`src/rtl/brnfck_out_fifo.sv`:
```
// brnfck_out_fifo
// Output byte buffer between the processor's `.` instruction and an
// external byte sink. Bytes are accepted with a single-cycle
// out_valid/out_ack handshake, queued in a small FIFO, and drained on a
// valid/ready interface. The processor stalls in its WRITE state only
// when the FIFO is full.
//
// Ports:
//   clk         system clock; all state changes on the rising edge
//   nrst        synchronous active-low reset
//   clear       synchronous flush of FIFO contents and byte counter
//   out_valid   processor presents a byte
//   out_data    byte from the datapath, valid while out_valid=1
//   out_ack     byte accepted this cycle (processor advances its PC)
//   tx_valid    FIFO head byte available to the sink
//   tx_data     FIFO head byte (0 when nothing is available)
//   tx_ready    sink accepts the head byte this cycle
//   level       current occupancy, 0..DEPTH
//   full        level == DEPTH
//   empty       level == 0
//   byte_count  bytes accepted since reset/clear, wraps modulo 2^CNT_W

module brnfck_out_fifo #(
  parameter int DEPTH = 8,
  parameter int CNT_W = 16
) (
  input  logic                     clk,
  input  logic                     nrst,
  input  logic                     clear,
  input  logic                     out_valid,
  input  logic [7:0]               out_data,
  output logic                     out_ack,
  output logic                     tx_valid,
  output logic [7:0]               tx_data,
  input  logic                     tx_ready,
  output logic [$clog2(DEPTH):0]   level,
  output logic                     full,
  output logic                     empty,
  output logic [CNT_W-1:0]         byte_count
);

  localparam int PTR_W = $clog2(DEPTH);
  localparam int LVL_W = PTR_W + 1;

  logic [7:0]       mem [DEPTH];
  logic [PTR_W-1:0] wr_ptr;
  logic [PTR_W-1:0] rd_ptr;
  logic [LVL_W-1:0] level_q;
  logic             push;
  logic             pop;

  // Status flags come from the occupancy counter rather than pointer
  // equality. They are gated with nrst so the outputs look idle for the
  // whole time reset is held, even before the first reset edge.
  assign full  = nrst && (level_q == LVL_W'(DEPTH));
  assign empty = !nrst || (level_q == '0);
  assign level = level_q;

  // out_ack deliberately ignores out_valid and tx_ready. This leaves no
  // combinational path from the sink back to the processor, and it means
  // a pop in a full cycle frees a slot only for the following cycle.
  assign out_ack  = nrst && !clear && !full;
  assign tx_valid = !empty;
  assign tx_data  = tx_valid ? mem[rd_ptr] : 8'h00;

  assign push = out_valid && out_ack;
  // A pop that coincides with clear is dropped along with the contents.
  assign pop  = tx_valid && tx_ready && !clear;

  // Storage is not reset. Only locations behind the occupancy count are
  // ever presented on tx_data.
  always_ff @(posedge clk) begin
    if (push) begin
      mem[wr_ptr] <= out_data;
    end
  end

  always_ff @(posedge clk) begin
    if (!nrst || clear) begin
      wr_ptr     <= '0;
      rd_ptr     <= '0;
      level_q    <= '0;
      byte_count <= '0;
    end else begin
      // The pointers are exactly log2(DEPTH) bits wide, so they wrap
      // naturally.
      if (push) begin
        wr_ptr     <= wr_ptr + PTR_W'(1);
        byte_count <= byte_count + CNT_W'(1);
      end
      if (pop) begin
        rd_ptr <= rd_ptr + PTR_W'(1);
      end
      case ({push, pop})
        2'b10:   level_q <= level_q + LVL_W'(1);
        2'b01:   level_q <= level_q - LVL_W'(1);
        default: level_q <= level_q;
      endcase
    end
  end

endmodule

```
`config.mk`:
```
export PLATFORM = sky130hd
export DESIGN_NAME = brnfck_out_fifo
export DESIGN_NICKNAME = d
export VERILOG_FILES = /design/src/rtl/brnfck_out_fifo.sv
export SDC_FILE = /design/constraint.sdc
export NUM_CORES = 1
export LEC_CHECK = 0
export CORE_UTILIZATION = 30
export CTS_CLUSTER_DIAMETER = 150
export CTS_CLUSTER_SIZE = 24
export DETAILED_ROUTE_END_ITERATION = 7
export HOLD_SLACK_MARGIN = 0.05
export RECOVER_POWER = 25
export SKIP_CTS_REPAIR_TIMING = 1
export SLEW_MARGIN = 0
export SYNTH_ARGS = -nofsm -noshare
export SYNTH_HDL_FRONTEND = slang
export SYNTH_SLANG_ARGS = --single-unit
```
`constraint.sdc`:
```
create_clock -name clk -period 3.19 [get_ports clk]
set_clock_uncertainty 0.2 [all_clocks]
set_input_delay 0.638 -clock clk [delete_from_list [all_inputs] [get_ports clk]]
set_output_delay 0.638 -clock clk [all_outputs]
set_load 0.02 [all_outputs]
```
; Word-level counts from Yosys, hierarchy flattened
; Memories as Yosys holds them, arrays and structs flattened. A register that Yosys moved wholly into a read port is not among the register bits.
; Index checks and enable logic that the tools add are counted.
[totals]
regBits = 26
ram_bits = 64
in_bits = 13
word_cells = 33
n_memories = 1
[mem_list]
columns = memory, words, width, read_ports, rd_ports_with_merged_regs, wr, line
row1 = mem, 8, 8, 1, 1, 1, 45  ; logic [7:0] mem [DEPTH];
[op_classes]
n_addsub = 5
n_eq_ne = 3
mux = 6
reduce_logical = 14
[ops]
columns = operator, count
row1 = $add 16x1->16 const B, 1
row2 = $mux 8, 1
row3 = $pmux 4 s2, 1
row4 = $add 3x1->3 const B, 2
row5 = $logic_and 1x1->1, 6
row6 = $mux 3, 2
row7 = $add 4x1->4 const B, 1
row8 = $eq 4x4->1 const B, 1
row9 = $logic_not 1->1, 4
row10 = $logic_not 4->1, 1
row11 = $sub 4x1->4 const B, 1
row12 = $eq 2x1->1 const B, 1
row13 = $eq 2x2->1 const B, 1
row14 = $logic_or 1x1->1, 2
row15 = $mux 1, 2
row16 = $reduce_bool 2->1, 1

; Longest topological paths before layout
; Gate-level depths: netlist (run 1).
[depth]
ltp_word = 7
mapped_depth = 12

; Worst setup path before layout (run 1)
; Ideal clock, no wire load.
[synth_path]
path_type = reg-to-reg
startpoint = register level_q[1], in the netlist level[1]
endpoint = register level_q[3], in the netlist level[3]
arrival_ns = 2.667
t_required_ns = 2.903
path_slack_ns = 0.236
path_stages_with_launch = 11
path_buffers = 2
period_less_slack_ns = 2.954
cell_sequence = dfxtp_1 -> buf_2 -> nor4b_1 -> buf_2 -> nor2_2 -> inv_1 -> ha_1 -> or3b_2 -> a2111oi_0 -> o21ai_0 -> o31ai_1
[synth_via]
elab_chain_cells = 7
word_cells_on_any_way = 16
classes_between = add/sub: 2 / eq/ne: 3 / mux: 1 / reduce/logical: 10
[synth_lines]
columns = element, line
row1 = from (decl), 48  ; logic [LVL_W-1:0] level_q;
row2 = from (signal assigned), 95  ; 2'b10: level_q <= level_q + LVL_W'(1);
row3 = from (signal assigned), 96  ; 2'b01: level_q <= level_q - LVL_W'(1);
row4 = from (signal assigned), 97  ; default: level_q <= level_q;
row5 = $eq 4x4->1 / $logic_not 4->1 (equally long branches), "55, 56"
row6 = $logic_and 1x1->1 / $logic_or 1x1->1 (equally long branches), "55, 56"
row7 = $logic_not 1->1 (on tied branches), "62, 63"
row8 = $logic_and 1x1->1 (on tied branches), "62, 68"
row9 = $logic_and 1x1->1 (on tied branches), "66, 68"
row10 = $eq 2x1->1 / $eq 2x2->1 (equally long branches), 94  ; case ({push, pop})
row11 = $pmux 4 s2 / $reduce_bool 2->1 (equally long branches), n/a
; Several ways; a longest one is shown, not always the timed one.
; A chain may end at the register's enable or synchronous reset.

; Worst setup path in the final report (run 1)
[layout_path]
startpoint = register level_q[0], in the netlist level[0]
endpoint = output port tx_data[4]
[layout_via]
elab_chain_cells = 3
[layout_lines]
columns = element, line
row1 = $logic_not 4->1, 56  ; assign empty = !nrst || (level_q == '0);
row2 = $logic_or 1x1->1, 56
row3 = $mux 8, 64  ; assign tx_data = tx_valid ? mem[rd_ptr] : 8'h00;
row4 = to (decl), 34  ; output logic [7:0] tx_data,
; No other way between the ends.

==> results of run 1 <==
-- synthesized netlist by cell type (2+ instances only) --
cell and number:
inv_1 5, edfxtp_1 64, nor4b_1 4, nand3b_1 2
xor2_1 5, nand2_1 13, a21oi_1 11, buf_2 5
dfxtp_1 29, nor4_1 4, nor3b_1 4, nand4_1 3
ha_1 6, and2_1 2, o31ai_1 2, mux4_2 16
o21ai_0 12, nand3_1 9, mux2i_1 9, clkbuf_1 5
nor2_1 27, buf_1 3, xnor2_1 9, nor3_1 4
and4_1 2, or3_1 10
-- power by group through the flow --
| stage | sequential (mW) | clock (mW) | combinational, mW |
|---|---|---|---|
| floorplan | 1.32 | 0 | 0.0285 |
| global placement | 1.32 | 0 | 0.0726 |
| detailed placement | 1.32 | 0 | 0.0744 |
| CTS | 1.29 | 1.03 | 0.0747 |
| global route | 1.29 | 1.08 | 0.0788 |
| finish | 1.29 | 1.00 | 0.0722 |
-- stage by stage --
stage / total power [mW] / util [%] / hold WS [ps]
finish: 2.369 / 39.24 / 297.5
CTS: 2.404 / 39.04 / 300.2
global placement: 1.394 / 36.85 / 279.4
global route: 2.450 / 39.24 / 327.7
detailed placement: 1.396 / 36.85 / 282.7
floorplan: 1.350 / - / 254.1
-- kinds of logic (layout without fill, tap and decap cells) --
logic type                 after synthesis  after routing  synth area share, %
AOI/OAI and AO/OA                       26             26                3.601
adders and majority gates                6              6                1.947
and+or+nand+nor                         91             91                12.78
muxes                                   25             25                11.68
buffers and inverters                   18             85                1.914
DFF                                     93             93                64.89
xor gates and xnor gates                14             14                3.180
-- state kept, by name, summed over array words and instances, names as in the netlist, named ones only --
| name | flops |
|---|---|
| rd_ptr | 3 |
| wr_ptr | 3 |
| level | 4 |
| byte_count | 16 |
| mem | 64 |
-- worst min-delay path, stage by stage, from the launching register on --
cell     delay [ps]
dfxtp_1         320
nand2_1          60
a21oi_1          80
-- path summary, 6_finish.rpt --
| path | from | to | slack (ps) | depth (start not counted) |
|---|---|---|---|---|
| max | level[0]$_SDFFE_PP0P_ | tx_data[4] | 130 | 5 |
| max reg2reg | level[0]$_SDFFE_PP0P_ | level[2]$_SDFFE_PP0P_ | 460 | 10 |
| min | rd_ptr[1]$_SDFFE_PP0P_ | flip-flop | 300 | 2 |
| min reg2reg | rd_ptr[1]$_SDFFE_PP0P_ | flip-flop | 300 | 2 |
-- layout make-up --
cell class	count	share of cell area (%)
Clock buffer	10	4.642
Multi-Input combinational cell	162	26.28
Timing Repair Buffer	64	12.63
Inverter	5	0.3805
Sequential cell	93	50.76
Clock inverter	6	0.9386
Tap cell	172	4.363
-- metal layers --
layer / vias up / share of wire [%] / global-route usage [%]
met2: 66 / 47 / 20.04
li1: 1160 / - / -
met3: 9 / 5.0 / 4.270
met5: - / 0 / 0
met4: 0 / 1.2 / 5.195
met1: 1161 / 47 / 16.12
==> impl_metrics.yaml, run 1 <==
power:
  p_int_mw: 1.863
  seqPwrFrac_pct: 54.6
  power_per_cell_area_nw_per_um2: 480.4
  clkPwrFrac_pct: 42.3
  p_switching_mw: 0.5067
  p_sw_share_pct: 21.38
  p_leak_nw: 1.673
  ir_worst_vdd_uv: 198.6
  combPwrFrac_pct: 3.0
grt:
  grt_start_max_net_pins: 17
  antenna_found_initial: 0
  first_global_vias: 2329
  grt_usage_pct: 12.74
  grt_pass1_wl_um: 12370
  grt_overflow: 0
sta:
  setup-violations-final: 0
  period_share_pct: 95.82
  finalHoldViolations: 0
  grt_setup_unrepaired: "no"
  finalSetupTns_ps: 0
  setup_ws_ps: 133.5
  worst_pin_slew_ps: 596.2
  max_freq_mhz: 327.2
  slew_headroom_pct: 60.20
  period_needed_ps: 3057
  drv_slew: 0
cells_and_area:
  register_area_um2: 2504
  finalInstanceArea_um2: 4932
  mostFrequentLayoutCells: "edfxtp_1 (64), clkdlybuf4s50_1 (30), dfxtp_1 (28)"
  antenna_cells: 0
  layout_commonest_cell: "edfxtp_1"
  fin_nets: 354
  fin_cells: 512
  multi_input_area_um2: 1296
  fill_cells: 1192
  drive_gt1_share_pct: 16.76
  area_growth_pct: 27.90
detailed_routing:
  drc_errors: 0
  drtPass1Iterations: 6
  dr_total_vias: 2396
  drt-total-wl_um: 7885
  ant_nets: 0
  wl_per_cell_um: 15.40
  viasPerCell: 4.680
  drt_iter0_markers: 126
run:
  drv_cap: 0
place:
  placed_area_um2: 4632
  numPortBuffers: 44
  dp_slack_ps: 11.59
  dp_hpwl_um: 5140
  dp.cells: 496
  gp_congestion: 0.7392
floorplan:
  coreArea_um2: 12570
  rows: 41
  fp.dieW_um: 115.4
  die_h_um: 115.4
  initial_utilization_pct: 30.68
  ios: 45
  dieArea_um2: 13310
clock_tree:
  path_clk_slew_ps: 70
  clkLatencyLatePin_ps: 340
  cts_tree: "built"
  cts_num_sinks: 93
  ctsHtreeMaxLevel: 3
  cts_buffers: 9
  cts_buffer_depth: 2
  cts_root_buf: "clkbuf_16"
setup_path:
  cpPeakStageDelay_ps: 590
  cp.arrival_ps: 2220
  cp.required_ps: 2350
  cp-start-kind: "flip-flop"
  cp_top_family: "simple AND/OR/NAND/NOR gates"
  cp_max_fo: 7
  crit_chain: "or4_4 > nand2_1 > buf_4 > nor2_1 > clkdlybuf4s50_1"
  crit_buf_inv: 2
  crit_type: "reg -> out"
  end_kind: "primary output"
  crit_slowest_cell: "or4_4"
logic_synthesis:
  ys_async_sr_fraction_pct: 0
  ys_warn_count: 0
  netlist_area_um2: 3856
  yosys-top-cells-area: "edfxtp_1 (50%), dfxtp_1 (15%), mux4_2 (9.3%), nor2_1 (2.6%), mux2i_1 (2.3%)"
  synth-seq-cells: 93
  syn_nets: 292
  ys.flop_type: "edfxtp_1"
  syn-instance-count: 273
  synth_top_area_share_pct: 49.84
  synth_edf_count: 64
  synth_area_leader_cell: "edfxtp_1"
  synth_cell_types: 34
  avgSynthCellArea_um2: 14.13
  ys_seq_area_share_pct: 64.89
min_path:
  hp-class: "reg -> reg"
run_status:
  status: "finished clean"
(Power assumes the default switching activity.)
==> inputs of run 2 (changes only) <==
--- a/config.mk
+++ b/config.mk
@@ -5,6 +5,7 @@
 export SDC_FILE = /design/constraint.sdc
 export NUM_CORES = 1
 export LEC_CHECK = 0
+export CORE_MARGIN = 2
 export CORE_UTILIZATION = 30
 export CTS_CLUSTER_DIAMETER = 150
 export CTS_CLUSTER_SIZE = 24
==> impl_metrics.yaml, run 2 (synthesized netlist as in run 1, its figures left out) <==
grt:
  antenna_found_initial: 0
  grt_usage_pct: 12.18
  grt_overflow: 0
  grt_start_max_net_pins: 17
  grt_pass1_wl_um: 13060
  first_global_vias: 2514
power:
  power_per_cell_area_nw_per_um2: 485.1
  p_leak_nw: 1.669
  ir_worst_vdd_uv: 298.1
  power.total_mw: 2.410
sta:
  finalSetupTns_ps: 0
  setup-violations-final: 0
  period_share_pct: 97.63
  max_freq_mhz: 321.1
  grt_setup_unrepaired: "no"
  slew_headroom_pct: 59.04
  worst_pin_slew_ps: 613.5
  setup_ws_ps: 75.75
  period_needed_ps: 3114
  finalHoldViolations: 0
  drv_slew: 0
detailed_routing:
  drt_iter0_markers: 140
  wl_per_cell_um: 15.68
  dr_total_vias: 2382
  drt-total-wl_um: 8026
  ant_nets: 0
  viasPerCell: 4.652
  drc_errors: 0
  drtPass1Iterations: 4
place:
  dp_hpwl_um: 5183
  gp_congestion: 0.7793
  dp_slack_ps: -29.70
  placed_area_um2: 4646
  numPortBuffers: 44
setup_path:
  cpPeakStageDelay_ps: 620
  crit_slowest_cell: "or4_4"
  crit_buf_inv: 2
  cp_max_fo: 8
  rr_worst_depth: 11
  crit_chain: "or4_4 > nand2_2 > buf_4 > nor2_1 > clkdlybuf4s50_1"
  cp_top_family: "simple AND/OR/NAND/NOR gates"
  crit_cells: 5
  crit_type: "reg -> out"
  cp-start-kind: "flip-flop"
  end_kind: "primary output"
  cp.required_ps: 2350
  cp.arrival_ps: 2280
cells_and_area:
  fin_nets: 355
  final_util_pct: 39.53
  finalInstanceArea_um2: 4969
  drive_gt1_share_pct: 17.35
  antenna_cells: 0
  mostFrequentLayoutCells: "edfxtp_1 (64), clkdlybuf4s50_1 (30), dfxtp_1 (29)"
  register_area_um2: 2502
  fill_cells: 1199
  regMostFlops: "mem"
  layout_commonest_cell: "edfxtp_1"
  multi_input_area_um2: 1314
  area_growth_pct: 28.85
  largest_reg_flops: 64
clock_tree:
  cts_buffers: 9
  cts_root_buf: "clkbuf_16"
  cts_num_sinks: 93
  cts_tree: "built"
  clkLatencyLatePin_ps: 340
  path_clk_slew_ps: 60
  ctsHtreeMaxLevel: 3
  cts_buffer_depth: 2
run:
  drv_cap: 0
floorplan:
  dieArea_um2: 13780
  fp.dieW_um: 117.4
  coreArea_um2: 12570
  initial_utilization_pct: 30.68
  rows: 41
  ios: 45
  die_h_um: 117.4
run_status:
  status: "finished clean"
min_path:
  hold_depth: 2
  hp-class: "reg -> reg"
==> run 2: worst register-to-register path: stages (launching register included) <==
cell and delay [ps]:
dfxtp_1 410, or4_4 620, nand2_1 170, nor2_1 80, ha_1 190, buf_4 150, xor2_1 140, ha_1 170
a21oi_1 140, xor2_1 90, or3_1 300, a21oi_1 140
==> run 2: path summary, 6_finish.rpt <==
kind	start	endpoint	slack (ps)
worst min register to register	byte_count[15]$_SDFFE_PP0P_	byte_count[15]$_SDFFE_PP0P_	290
worst max-delay path	level[0]$_SDFFE_PP0P_	tx_data[1]	80
worst max register to register	level[0]$_SDFFE_PP0P_	level[2]$_SDFFE_PP0P_	310
worst min-delay path	byte_count[15]$_SDFFE_PP0P_	byte_count[15]$_SDFFE_PP0P_	290
==> run 2: final cells by class <==
class | instances | share of cell area [%]
flip-flops and latches | 93 | 50.37
well taps | 172 | 4.331
clock buffers | 10 | 4.608
repair buffers | 65 | 12.64
multi-input cells | 162 | 26.44
clock inverters | 5 | 1.234
inverters | 5 | 0.3777
==> run 2: where the power goes <==
group	internal, mW	total, mW	switching [mW]
combinational	0.0326	0.0716	0.0390
sequential	1.29	1.30	0.00342
clock	0.607	1.04	0.436
total	1.93	2.41	0.479
==> run 2: per-stage QoR <==
step / instances / hold slack [ps]
after floorplan: 273 / 254.1
after global placement: 497 / 276.0
after detailed placement: 497 / 283.4
after CTS: 512 / 295.4
after global routing: 512 / 327.6
final: 512 / 291.7
==> run 2: layer usage <==
metal | wire, um | global-route usage (%) | up-vias
met5 | 0 | 0 | -
met4 | 65 | 3.238 | 0
met3 | 381 | 4.377 | 6
met2 | 3807 | 19.15 | 59
met1 | 3772 | 16.02 | 1161
li1 | - | - | 1156
